## config.mk

```make
export PLATFORM = sky130hd
export DESIGN_NAME = addsub_result_stage
export DESIGN_NICKNAME = d
export VERILOG_FILES = /design/src/rtl/addsub_result_stage.sv
export SDC_FILE = /design/constraint.sdc
export NUM_CORES = 1
export LEC_CHECK = 0
export ABC_AREA = 1
export CORE_ASPECT_RATIO = 0.8
export CORE_MARGIN = 2
export CORE_UTILIZATION = 30
export CTS_CLUSTER_DIAMETER = 80
export DETAILED_ROUTE_END_ITERATION = 8
export PLACE_DENSITY = 0.59
export SLEW_MARGIN = 10
export SYNTH_ARGS = -nofsm -noshare
export SYNTH_HDL_FRONTEND = slang
export SYNTH_SLANG_ARGS = --single-unit
export TNS_END_PERCENT = 20
```

## constraint.sdc

```tcl
create_clock -name clk -period 3.9 [get_ports clk]
set_input_delay 0.39 -clock clk [delete_from_list [all_inputs] [get_ports clk]]
set_output_delay 0.39 -clock clk [all_outputs]
set_load 0.1 [all_outputs]
```

## src/rtl/addsub_result_stage.sv

```systemverilog
// Result stage behind the 16-bit add/subtract unit.
// Registers each accepted operation together with its NZCV status and borrow
// into a 2-entry FIFO. Overflowed results can be clamped to the signed
// limits. A sticky, saturating counter tracks how many overflowed
// operations were accepted.
module addsub_result_stage #(
  parameter int WIDTH  = 16,
  parameter bit SAT_EN = 1'b1,
  parameter int CNT_W  = 8
) (
  input  logic             clk,
  input  logic             rst_n,
  input  logic             in_valid,
  output logic             in_ready,
  input  logic [WIDTH-1:0] in_sum,
  input  logic             in_cout,
  input  logic             in_ovf,
  input  logic             in_sub,
  output logic             out_valid,
  input  logic             out_ready,
  output logic [WIDTH-1:0] out_data,
  output logic [3:0]       out_flags,
  output logic             out_borrow,
  output logic [CNT_W-1:0] ovf_cnt,
  input  logic             clr_cnt
);

  localparam logic [WIDTH-1:0] SAT_POS = {1'b0, {(WIDTH-1){1'b1}}};
  localparam logic [WIDTH-1:0] SAT_NEG = {1'b1, {(WIDTH-1){1'b0}}};
  localparam logic [CNT_W-1:0] CNT_MAX = {CNT_W{1'b1}};

  logic [WIDTH-1:0] mem_data   [2];
  logic [3:0]       mem_flags  [2];
  logic             mem_borrow [2];
  logic             wr_ptr;
  logic             rd_ptr;
  logic [1:0]       count;

  logic             push;
  logic             pop;
  logic [WIDTH-1:0] result;
  logic [3:0]       flags;
  logic             borrow;

  // ready is purely registered occupancy, so out_ready never reaches in_ready
  assign in_ready  = (count != 2'd2);
  assign out_valid = (count != 2'd0);
  assign push      = in_valid & in_ready;
  assign pop       = out_valid & out_ready;

  assign out_data   = mem_data[rd_ptr];
  assign out_flags  = mem_flags[rd_ptr];
  assign out_borrow = mem_borrow[rd_ptr];

  // Compute the stored result and status; C and V stay raw even when clamped.
  always_comb begin
    result = in_sum;
    if (SAT_EN && in_ovf) begin
      // Wrapped-negative sum means the true result overflowed upward.
      result = in_sum[WIDTH-1] ? SAT_POS : SAT_NEG;
    end
    flags  = {result[WIDTH-1], (result == '0), in_cout, in_ovf};
    borrow = in_sub & ~in_cout;
  end

  // Entry storage; cleared on reset so the idle head reads as zero.
  always_ff @(posedge clk or negedge rst_n) begin
    if (!rst_n) begin
      for (int i = 0; i < 2; i++) begin
        mem_data[i]   <= '0;
        mem_flags[i]  <= '0;
        mem_borrow[i] <= 1'b0;
      end
    end else if (push) begin
      mem_data[wr_ptr]   <= result;
      mem_flags[wr_ptr]  <= flags;
      mem_borrow[wr_ptr] <= borrow;
    end
  end

  // Pointer and occupancy bookkeeping; 1-bit pointers wrap 1->0 naturally.
  always_ff @(posedge clk or negedge rst_n) begin
    if (!rst_n) begin
      wr_ptr <= 1'b0;
      rd_ptr <= 1'b0;
      count  <= 2'd0;
    end else begin
      if (push) wr_ptr <= ~wr_ptr;
      if (pop)  rd_ptr <= ~rd_ptr;
      case ({push, pop})
        2'b10:   count <= count + 2'd1;
        2'b01:   count <= count - 2'd1;
        default: count <= count;
      endcase
    end
  end

  // Sticky overflow counter; a clear coinciding with an overflow push counts it.
  always_ff @(posedge clk or negedge rst_n) begin
    if (!rst_n) begin
      ovf_cnt <= '0;
    end else if (clr_cnt) begin
      ovf_cnt <= (push && in_ovf) ? {{(CNT_W-1){1'b0}}, 1'b1} : '0;
    end else if (push && in_ovf && (ovf_cnt != CNT_MAX)) begin
      ovf_cnt <= ovf_cnt + 1'b1;
    end
  end

endmodule

```

[Word-level counts from Yosys, hierarchy flattened]
Cells that the tools add are included.
Storage, ports and cells
  register bits after elaboration: 54
  bits in latches: 0
  bits in writable memories: 0
  memory bits (read-only): 0
  memories kept: 0
Operators by class
  $add $sub $neg: 3
  multiply operators: 0
  divide/modulo/power cells: 0
  $lt $le $gt $ge: 3
  equal/unequal tests: 4
  shifts and indexed selects: 0
  mux-type cells: 24
  bitwise gates (word level): 8
  reductions and logical operators: 7
Operator list (count)
  $mux W16: 6
  $bwmux W32: 1
  $demux W16 S1: 1
  $logic_not A16 Y1: 1
  $mux W4: 4
  $mux W8: 2
  $add A8 B1 Y8 const B: 1
  $bwmux W8: 1
  $ne A8 B8 Y1 const B: 1
  $reduce_bool A2 Y1: 3
  $mux W1: 5
  $demux W4 S1: 1
  $ge A2 B2 Y1 const B: 2
  $not A1 Y2: 2
  $pmux W2 S2: 1
  $and A1 B1 Y1: 3
  $logic_and A1 B1 Y1: 3
  $not A1 Y1: 3
  $add A2 B1 Y2 const B: 1
  $bwmux W2: 1
  $eq A2 B1 Y1 const B: 1
  $eq A2 B2 Y1 const B: 1
  $lt A2 B1 Y1 const B: 1
  $ne A2 B2 Y1 const B: 1
  2 further kinds: 2

[Logic depth before layout (Yosys ltp)]
  word-level depth: 6
  gate-level depth with buffers: 8
  gate-level depth less buffers: 8

[Least setup slack after synthesis]
OpenSTA, ideal clock, no wires.
  path kind: register -> output
  from: register rd_ptr
  to: output port out_flags[3]
  data arrival time: 3.280 ns
  path slack: 0.230 ns
  stages on the path, launching flop included: 4
  buffers on the path: 2
  path through: dfrtp_1 -> clkbuf_1 -> o21ai_0 -> buf_4
Between the ends
  word-level cells in the longest chain between the ends: 4
RTL lines
  from (decl): line 36  | logic rd_ptr;
  from (signal assigned): line 89  | if (pop) rd_ptr <= ~rd_ptr;
  $not A1 Y2 (implied by the code): line 52  | assign out_flags = mem_flags[rd_ptr];
  $mux W4 (implied by the code) (3 in a row): line 52
  to (decl): line 22  | output logic [3:0] out_flags,
Every way passes these cells. The select of a mux whose other input is x is not followed.

[Worst setup path in the final report]
  from: register rd_ptr
  to: output port out_flags[1]
Same word-level chain as after synthesis.

==> results.md <==
* Outcome: finished clean
* Crit path DAT at 2380 ps
* ANT nets after route at 0
* Sequential area share after synthesis at 48.1%
* Final setup viols at 0
* Tcrit/Tclk final at 71.0%
* Synth warn at 0
* Final #Nets at 437
* H-tree depth at 2
* Clock Sinks at 52
* Post-route design area at 3420 um2
* Relative slew margins at 34.9%
* Mean Syn Cell Area at 7.47 um2
* RSZ-0062 raised after global routing: no
* TritonCTS Buffers at 5
* Setup CP Type: reg -> out
* Core box area at 8630 um2
* Total wire length at 6610 um
* Pins Over Slew Limit at 0
* Share of cells above drive strength 1 at 9.71%
* Die footprint at 9800 um2
* Syn-to-layout area delta at 26.3%
* Hold crit path type: in -> async
* Routability congestion estimate at 0.790
* Post-Syn Instances at 362
* Unique masters post-synth at 26
* Largest net degree at the start of global routing at 37
* Setup ws final at 1130 ps
* Row cnt at 30
* Post-synthesis register bit count at 52
* M3 GR Usage at 2.84%
* Setup Fix Bufs, Post-CTS at 0
* Placed Area at 3250 um2
* R2R cell count at 8
* Mapped cell area at 2710 um2
* Fin crit period at 2770 ps
* Setup Skew at 2.20 ps
* CP Capture Type: output port
* Fmax at 0.361 GHz
* Global routing's busiest layer: met1
* IO Port Bufs at 54
* Clock latency on the worst-skew pair at 280 ps
* Vias in the first global route at 2201
* Final std cells w/o fill at 524
* Hold buffers post-CTS at 0
* Die Wd at 110 um
* # IOs at 55
* Root buffer cell: clkbuf_16
* Cts repair resizes at 0
* First-pass GRT wire length at 10700 um
* Worst slack at placement at 1460 ps
* Worst slew pin tran at 974 ps
* CTS tree: done
* Initial core utilization at 31.3%
* Max Buffers Root-to-Sink at 2
* Worst-path fanout max at 19
* Placed cells at 516
* GR Overflow Total at 0
* Filler instances at 903
* Inserted Diodes at 0
* Initial antenna violation count at 0
* Setup TNS after final layout at 0 ps
* Post-DP HPWL at 4640 um
* Chip height at 88.9 um
* Vias after detailed routing at 2350
* Hold Violations, Final at 0
* Syn Nets at 388
* # DRC at 0
* Critical Path RT at 3510 ps
* Via-per-instance ratio at 4.48
* Met1 Use GR at 22.7%
* First drt pass iteration count at 4
* Crit start category: flop
* Initial DRC count at 106
* MaxCap Viol Count at 0
* Routed length per instance at 12.6 um
* GRT Total Usage at 14.3%
* Met2 Resource Use GR at 19.9%
* Clk pin slew, worst setup/hold paths at 70 ps
==> Yosys cell counts (all sizes together) <==
cell type  number  area [um2]
nand2         165         642
dfrtp          52        1300
o21ai          45         225
inv            35         131
nand3          18         103
nor2           15        82.6
buf            11        81.3
a21oi           3        15.0
clkbuf          3        11.3
nor3            3        15.0
xor2            3        26.3
clkinv          2        7.51
ha              2        25.0
xnor2           2        17.5
nand3b          1        7.51
nor3b           1        7.51
or2             1        6.26
==> metrics by stage <==
stage	hold WS [ps]	utilization [%]
CTS	151	39.6
floorplan	94.4	-
global route	183	39.6
finish	128	39.6
detailed placement	459	37.7
global placement	444	37.7
==> flip-flops by register name, indices dropped and copies added (netlist names) <==
signal and flops:
ovf_cnt 8, mem_data 32, count 2, wr_ptr 1, mem_flags 6, rd_ptr 1, mem_borrow 2
==> worst paths after layout <==
| path | start | end | slack, ps |
|---|---|---|---|
| max in group asynchronous | rst_n | mem_data[12]$_DFFE_PN0P_ | 2950 |
| max reg2reg | count[0]$_DFFE_PN0P_ | count[1]$_DFFE_PN0P_ | 2350 |
| min reg2reg | mem_data[8]$_DFFE_PN0P_ | mem_data[8]$_DFFE_PN0P_ | 480 |
| min | rst_n | ovf_cnt[4]$_DFFE_PN0P_ | 130 |
| max | rd_ptr$_DFFE_PN0P_ | out_flags[1] | 1130 |
| min in group clk | mem_data[8]$_DFFE_PN0P_ | mem_data[8]$_DFFE_PN0P_ | 480 |
==> cell families (layout without fill, tap and decap cells) <==
kind of cell / after synthesis / after routing / synth area share (%)
xor gates and xnor gates: 5 / 5 / 1.62
DFF: 52 / 52 / 48.1
AOI/OAI and AO/OA: 48 / 48 / 8.88
buffers and inverters: 51 / 101 / 8.56
adders and majority gates: 2 / 2 / 0.925
and+or+nand+nor: 204 / 204 / 31.9
==> critical path: stages, from the launching register on <==
cell and delay (ps):
dfrtp_1 590, inv_1 220, nand2_1 70, nand2_1 80
clkdlybuf4s50_1 1130
==> layout make-up <==
type	count	area [um2]	area share, %
Inverter	37	139	4.06
Clock inverter	2	35.0	1.03
Clock buffer	6	129	3.77
Tap cell	112	140	4.10
Sequential cell	52	1300	38.1
Timing Repair Buffer	56	500	14.6
Multi-Input combinational cell	259	1170	34.3
==> cell usage in the layout, fill, tap and decap left out, drive strengths merged <==
cell type	instances
xor2	3
clkdlybuf4s50	33
nand3	18
nand2	165
clkbuf	6
or2	1
nor3b	1
nor2	15
nor3	3
nand3b	1
buf	23
xnor2	2
dfrtp	52
clkinv	3
a21oi	3
o21ai	45
ha	2
bufinv	1
inv	35
==> layer usage <==
layer,wire (um),up-vias
li1,-,1215
met1,3470,1072
met3,414,5
met5,0,-
met4,48,0
met2,2680,58
Power is left out: the tool's default activity adds up to more than one toggle a clock period on the data nets, which glitch-free logic cannot reach.
